## config.mk

```make
export PLATFORM = sky130hd
export DESIGN_NAME = pwm_capture_flat
export DESIGN_NICKNAME = d
export VERILOG_FILES = /design/src/rtl/pwm_capture_if.sv /design/src/rtl/pwm_capture.sv /design/src/flat_wrapper.sv
export SDC_FILE = /design/constraint.sdc
export NUM_CORES = 1
export LEC_CHECK = 0
export ABC_AREA = 1
export CAP_MARGIN = 10
export CORE_UTILIZATION = 52
export CTS_CLUSTER_SIZE = 24
export DETAILED_ROUTE_END_ITERATION = 16
export PLACE_DENSITY = 0.74
export SLEW_MARGIN = 0
export SYNTH_ARGS = -nofsm -noshare
export SYNTH_HDL_FRONTEND = slang
export SYNTH_SLANG_ARGS = --single-unit
```

## constraint.sdc

```tcl
create_clock -name clkin -period 3.19 [get_ports clkin]
set_input_delay 0.638 -clock clkin [delete_from_list [all_inputs] [get_ports clkin]]
set_output_delay 0.638 -clock clkin [all_outputs]
set_load 0.01 [all_outputs]
```

## src/rtl/pwm_capture_if.sv

```systemverilog
// Signal bundle between a PWM line and its capture block.
// master = capture side, slave = consumer that also sources the line.
interface pwm_capture_if #(
  parameter int CNT_W = 16
);
  logic             pwm_in;
  logic [CNT_W-1:0] period;
  logic [CNT_W-1:0] high_time;
  logic [6:0]       duty_pct;
  logic             meas_valid;
  logic             stuck;
  logic             overrun;

  modport master (
    input  pwm_in,
    output period, high_time, duty_pct, meas_valid, stuck, overrun
  );

  modport slave (
    output pwm_in,
    input  period, high_time, duty_pct, meas_valid, stuck, overrun
  );
endinterface

```

## src/rtl/pwm_capture.sv

```systemverilog
// PWM receiver: measures period/high time in clkin cycles, derives integer duty %
// with a 7-step restoring divider, and flags a line with no edges as stuck.
module pwm_capture #(
  parameter int          CNT_W   = 16,
  parameter int unsigned TIMEOUT = 50000
) (
  input  logic          clkin,
  input  logic          rst_n,
  pwm_capture_if.master cap
);
  localparam int STAGES = 6;
  localparam logic [CNT_W-1:0] TMO = CNT_W'(TIMEOUT);

  typedef enum logic [1:0] {IDLE = 2'd0, HIGH = 2'd1, LOW = 2'd2} state_t;

  state_t           state, state_nx;
  logic             sync1, pwm_s, pwm_d;
  logic             rise, fall;
  logic [CNT_W-1:0] cnt, hi_lat;
  logic             at_tmo, start, lat_hi, complete, tmo;
  logic             load, busy;
  logic [STAGES:0]  vld_pipe;
  logic [CNT_W+6:0] rem, dsh, rem_nx;
  logic             ge;
  logic [6:0]       q;
  logic [CNT_W-1:0] per_q, hi_q;

  always_ff @(posedge clkin) begin
    if (!rst_n) begin
      sync1 <= 1'b0;
      pwm_s <= 1'b0;
      pwm_d <= 1'b0;
    end else begin
      sync1 <= cap.pwm_in;
      pwm_s <= sync1;
      pwm_d <= pwm_s;
    end
  end

  assign rise   = pwm_s & ~pwm_d;
  assign fall   = ~pwm_s & pwm_d;
  assign at_tmo = (cnt == TMO);

  always_ff @(posedge clkin) begin
    if (!rst_n) state <= IDLE;
    else        state <= state_nx;
  end

  always_comb begin
    state_nx = state;
    case (state)
      IDLE:    if (rise) state_nx = HIGH;
      HIGH:    if (fall) state_nx = LOW;  else if (at_tmo) state_nx = IDLE;
      LOW:     if (rise) state_nx = HIGH; else if (at_tmo) state_nx = IDLE;
      default: state_nx = IDLE;
    endcase
  end

  // An edge in the timeout cycle wins: the timeout only fires when the expected edge is absent.
  always_comb begin
    start    = 1'b0;
    lat_hi   = 1'b0;
    complete = 1'b0;
    tmo      = 1'b0;
    case (state)
      IDLE: start = rise;
      HIGH: begin
        lat_hi = fall;
        tmo    = at_tmo & ~fall;
      end
      LOW: begin
        complete = rise;
        tmo      = at_tmo & ~rise;
      end
      default: ;
    endcase
  end

  always_ff @(posedge clkin) begin
    if (!rst_n) begin
      cnt    <= '0;
      hi_lat <= '0;
    end else begin
      if (start || complete) cnt <= CNT_W'(1);
      else if (tmo)          cnt <= '0;
      else if (state != IDLE) cnt <= cnt + CNT_W'(1);
      if (lat_hi) hi_lat <= cnt;
    end
  end

  // Divider: vld_pipe[k] marks quotient bit 6-k in flight; dsh carries den<<(6-k).
  assign busy   = |vld_pipe;
  assign load   = complete & ~busy;
  assign ge     = (rem >= dsh);
  assign rem_nx = ge ? (rem - dsh) : rem;

  always_ff @(posedge clkin) begin
    if (!rst_n) begin
      vld_pipe <= '0;
      rem      <= '0;
      dsh      <= '0;
      q        <= '0;
      per_q    <= '0;
      hi_q     <= '0;
    end else begin
      vld_pipe <= {vld_pipe[STAGES-1:0], load};
      if (load) begin
        rem   <= {7'b0, hi_lat} * (CNT_W+7)'(100);
        dsh   <= {1'b0, cnt, 6'b0};
        per_q <= cnt;
        hi_q  <= hi_lat;
        q     <= '0;
      end else if (busy) begin
        rem <= rem_nx;
        dsh <= dsh >> 1;
        q   <= {q[5:0], ge};
      end
    end
  end

  always_ff @(posedge clkin) begin
    if (!rst_n) begin
      cap.period     <= '0;
      cap.high_time  <= '0;
      cap.duty_pct   <= '0;
      cap.meas_valid <= 1'b0;
      cap.stuck      <= 1'b0;
      cap.overrun    <= 1'b0;
    end else begin
      cap.meas_valid <= 1'b0;
      cap.overrun    <= complete & busy;
      if (tmo) begin
        cap.period     <= '0;
        cap.high_time  <= '0;
        cap.duty_pct   <= (state == HIGH) ? 7'd100 : 7'd0;
        cap.stuck      <= 1'b1;
        cap.meas_valid <= 1'b1;
      end else if (vld_pipe[STAGES]) begin
        cap.period     <= per_q;
        cap.high_time  <= hi_q;
        cap.duty_pct   <= {q[5:0], ge};
        cap.meas_valid <= 1'b1;
      end
      if (start) cap.stuck <= 1'b0;
    end
  end
endmodule
```

## src/flat_wrapper.sv

```systemverilog
// flat-port wrapper written by rule: the top's interface ports become plain ports
module pwm_capture_flat 
#(
  parameter int          CNT_W   = 16,
  parameter int unsigned TIMEOUT = 50000
)
  (clkin, rst_n, cap_pwm_in, cap_period, cap_high_time, cap_duty_pct, cap_meas_valid, cap_stuck, cap_overrun);
  pwm_capture_if #(.CNT_W(CNT_W)) cap_i ();
  input  logic clkin;
  input  logic rst_n;
  input wire logic [$bits(cap_i.pwm_in)-1:0] cap_pwm_in;
  output wire logic [$bits(cap_i.period)-1:0] cap_period;
  output wire logic [$bits(cap_i.high_time)-1:0] cap_high_time;
  output wire logic [$bits(cap_i.duty_pct)-1:0] cap_duty_pct;
  output wire logic [$bits(cap_i.meas_valid)-1:0] cap_meas_valid;
  output wire logic [$bits(cap_i.stuck)-1:0] cap_stuck;
  output wire logic [$bits(cap_i.overrun)-1:0] cap_overrun;
  assign cap_i.pwm_in = cap_pwm_in;
  assign cap_period = cap_i.period;
  assign cap_high_time = cap_i.high_time;
  assign cap_duty_pct = cap_i.duty_pct;
  assign cap_meas_valid = cap_i.meas_valid;
  assign cap_stuck = cap_i.stuck;
  assign cap_overrun = cap_i.overrun;
  pwm_capture #(.CNT_W(CNT_W), .TIMEOUT(TIMEOUT)) u_core (.clkin(clkin), .rst_n(rst_n), .cap(cap_i));
endmodule
```

==> flow_summary.ini <==
[clocking]
h-tree-depth = 4
cts_root_buffer = clkbuf_16
cts_setup_buffers = 0
hold_buffers = 0
clk_pin_slew_worst_paths_ps = 80
cts_buffers = 17
cts_sinks = 169
cts_tree = done
clkLatencyLatePin_ps = 430
cts_buffer_depth = 2

[final_layout]
drive_above_1_share = 0.0573
num_antenna_cells = 0
most-common-layout-cells = nand2_1 (422), inv_1 (214), dfxtp_1 (167), a21oi_1 (117), nor2_1 (94)
final_common_cell = nand2_1
fillCellCount = 1745
stdcell_area_um2 = 11000
syn2layout_area_growth_pct = 12.6
final_nets = 1548
utilization = 0.604

[yosys]
yosysUniqueCellTypes = 43
synth_ff_type = dfxtp_1
yosysWarningCount = 0
syn_area_per_cell_um2 = 6.88
yosys_register_bits = 169
synth.cell_area_um2 = 9770
synthCells = 1420
ys_seq_area_frac = 0.346
synth_edf_count = 0
ys_async_sr_fraction = 0
synth_fp_nets = 1515

[hold_path]
hold_class = flip-flop to flip-flop
holdPathEnd = u_core.pwm_s
hold_start = u_core.sync1
worstHoldPathCells = 2

[placement]
dp_hpwl_mm = 19.2
post_dp_cell_area_um2 = 10400
gp_congestion = 0.912
io_buffer_count = 44
pre_cts_ws_ps = 160

[floorplanning]
rows = 49
die_area_um2 = 19300
io_pins = 45
fp.dieH_um = 139
start_util = 0.536
chipWidth_um = 139
placeableCoreArea_um2 = 18200

[critical_path]
crit_fanout = 5
r2r_cells = 15
worstPathArrival_ps = 3320
path_cells = ha_1 -> ha_1 -> inv_1 -> fa_1 -> inv_1 -> ha_1 -> nand2_1 -> a21oi_1 -> nor2_1 -> nand2_1 -> nand3b_1 -> o211ai_1 -> or2_2 -> nand3_1 -> nand2_1
r2r_slack_ps = 190
cp_slowest_cell = fa_1
r2r-start = u_core.hi_lat[5]
crit_type = flip-flop to flip-flop
timing.rr.end = u_core.rem[21]
cp-start-kind = flip-flop
worstSetupEndpointType = flip-flop
setup.worst_path.start = u_core.hi_lat[5]
cp_slowest_stage_delay_ps = 500
worstPathRequired_ps = 3520

[sta]
slew_headroom = 0.425
skew_ps = 11.2
worst_pin_slew_ps = 860
worst_slack_ps = 192
finalSetupViolCount = 0
hold_violations = 0
whs_ps = 422
slew_violations = 0
post-route-period-util = 0.940
fin_crit_ps = 3000
max_freq_mhz = 334
setup_tns_ps = 0

[drt]
drc_errors = 0
initialDrtViolationCount = 512
wire_per_inst_um = 14.8
detail-route-antenna-nets = 0
drt_wl_total_mm = 25.0
met3_length_mm = 1.09
m1WireLength_mm = 11.9
dr.pass1.iters = 6
highest_layer = met4
routed_via_density = 5.25
dr_wl_met2_mm = 11.6
dr_total_vias = 8901

[global_route]
grt_pass1_vias = 8387
grt_pass1_wl_mm = 41.5
grt_remaining_overflow = 0
antenna_found_initial = 0
grt_max_degree = 47
grtUsageTotal = 0.267

[pwr]
p_clk_frac = 0.472
p_leak_nw = 5.21
power-per-cell-area_nw_per_um2 = 395
switchingPower_mw = 1.11
p_int_mw = 3.23
p_seq_frac = 0.490
p_sw_frac = 0.256
irDropWorstVdd_v = 0.000435
combPwrFrac = 0.038

[flow_run]
drv_cap = 0

[status]
outcome = finished, final reports clean
metal layers:
metal	GRT usage	vias to the layer above
met4	0.0795	0
met1	0.356	4079
met2	0.448	211
li1	-	4581
met3	0.0383	30
met5	0	-
sequential cells by signal, indices dropped and copies added (netlist names):
register	flops
u_core.dsh	22
u_core.sync1	1
u_core.per_q	16
u_core.cap.duty_pct	7
u_core.rem	23
u_core.cap.overrun	1
u_core.hi_lat	16
u_core.cap.stuck	1
u_core.vld_pipe	7
u_core.cap.period	16
u_core.cap.high_time	16
u_core.cap.meas_valid	1
u_core.q	6
u_core.pwm_s	1
u_core.state	2
u_core.hi_q	16
u_core.pwm_d	1
u_core.cnt	16
worst max path at each step:
stage                                end  depth (start not counted)
after global routing      u_core.rem[18]                         15
after CTS                 u_core.rem[18]                         17
after floorplan           u_core.rem[21]                         14
after detailed placement  u_core.rem[18]                         17
final                     u_core.rem[21]                         15
after global placement    u_core.rem[18]                         17
Yosys cell counts, types with 6 or more instances:
| cell type | instances | area, um2 |
|---|---|---|
| inv_2 | 6 | 22.5 |
| nand3_1 | 88 | 440 |
| nand2_2 | 10 | 62.6 |
| nand3b_1 | 9 | 67.6 |
| clkbuf_1 | 23 | 86.3 |
| ha_1 | 80 | 1000 |
| fa_1 | 12 | 240 |
| o21ai_0 | 56 | 280 |
| a31oi_1 | 7 | 43.8 |
| xor2_1 | 17 | 149 |
| nand2_1 | 423 | 1590 |
| a21oi_1 | 120 | 601 |
| nor2_1 | 96 | 360 |
| nand4_1 | 16 | 100 |
| inv_1 | 214 | 803 |
| nor3_1 | 9 | 45.0 |
| o221ai_1 | 8 | 70.1 |
| buf_2 | 12 | 60.1 |
| dfxtp_1 | 169 | 3380 |
timing repair:
action,4_1_cts,5_1_grt
hold endpoints to repair,0,0
endpoints found under the setup margin,0,5
gates resized for setup,0,7
power by group through the flow:
| stage | Combinational (mW) | Clock (mW) | Sequential, mW |
|---|---|---|---|
| floorplan | 0.117 | 0 | 2.18 |
| global placement | 0.160 | 0 | 2.18 |
| detailed placement | 0.161 | 0 | 2.18 |
| CTS | 0.163 | 2.08 | 2.13 |
| global route | 0.184 | 2.16 | 2.13 |
| finish | 0.165 | 2.05 | 2.13 |
metrics by stage:
stage / instances / power [mW]
2_1_floorplan: 1420 / 2.29
3_3_place_gp: 1663 / 2.34
3_5_place_dp: 1663 / 2.34
4_1_cts: 1695 / 4.38
5_1_grt: 1695 / 4.47
6_report: 1695 / 4.35
cells by family after synthesis:
logic type	count (synthesis)	synth area share
buf+inv	262	0.105
compound gates	210	0.116
fa+ha+maj	92	0.127
xor+xnor	18	0.0161
simple gates	669	0.290
flops	169	0.346
cell type report:
type,count,area [um2],area share
clock buffer,18,439,0.0399
clock inverter,14,154,0.0140
inverter,221,830,0.0754
multi-input combinational,989,5380,0.489
sequential,169,3390,0.308
tap,229,287,0.0260
timing repair buffer,55,523,0.0475
worst max-delay path, delay by kind of cell, from the launching register on:
kind	cells	cell delay (ps)
adders and majority gates	4	1450
and+or+nand+nor	7	860
DFF	1	340
AOI/OAI and AO/OA	2	160
buffers and inverters	2	90
No activity file was read; power rests on OpenSTA's default activity.
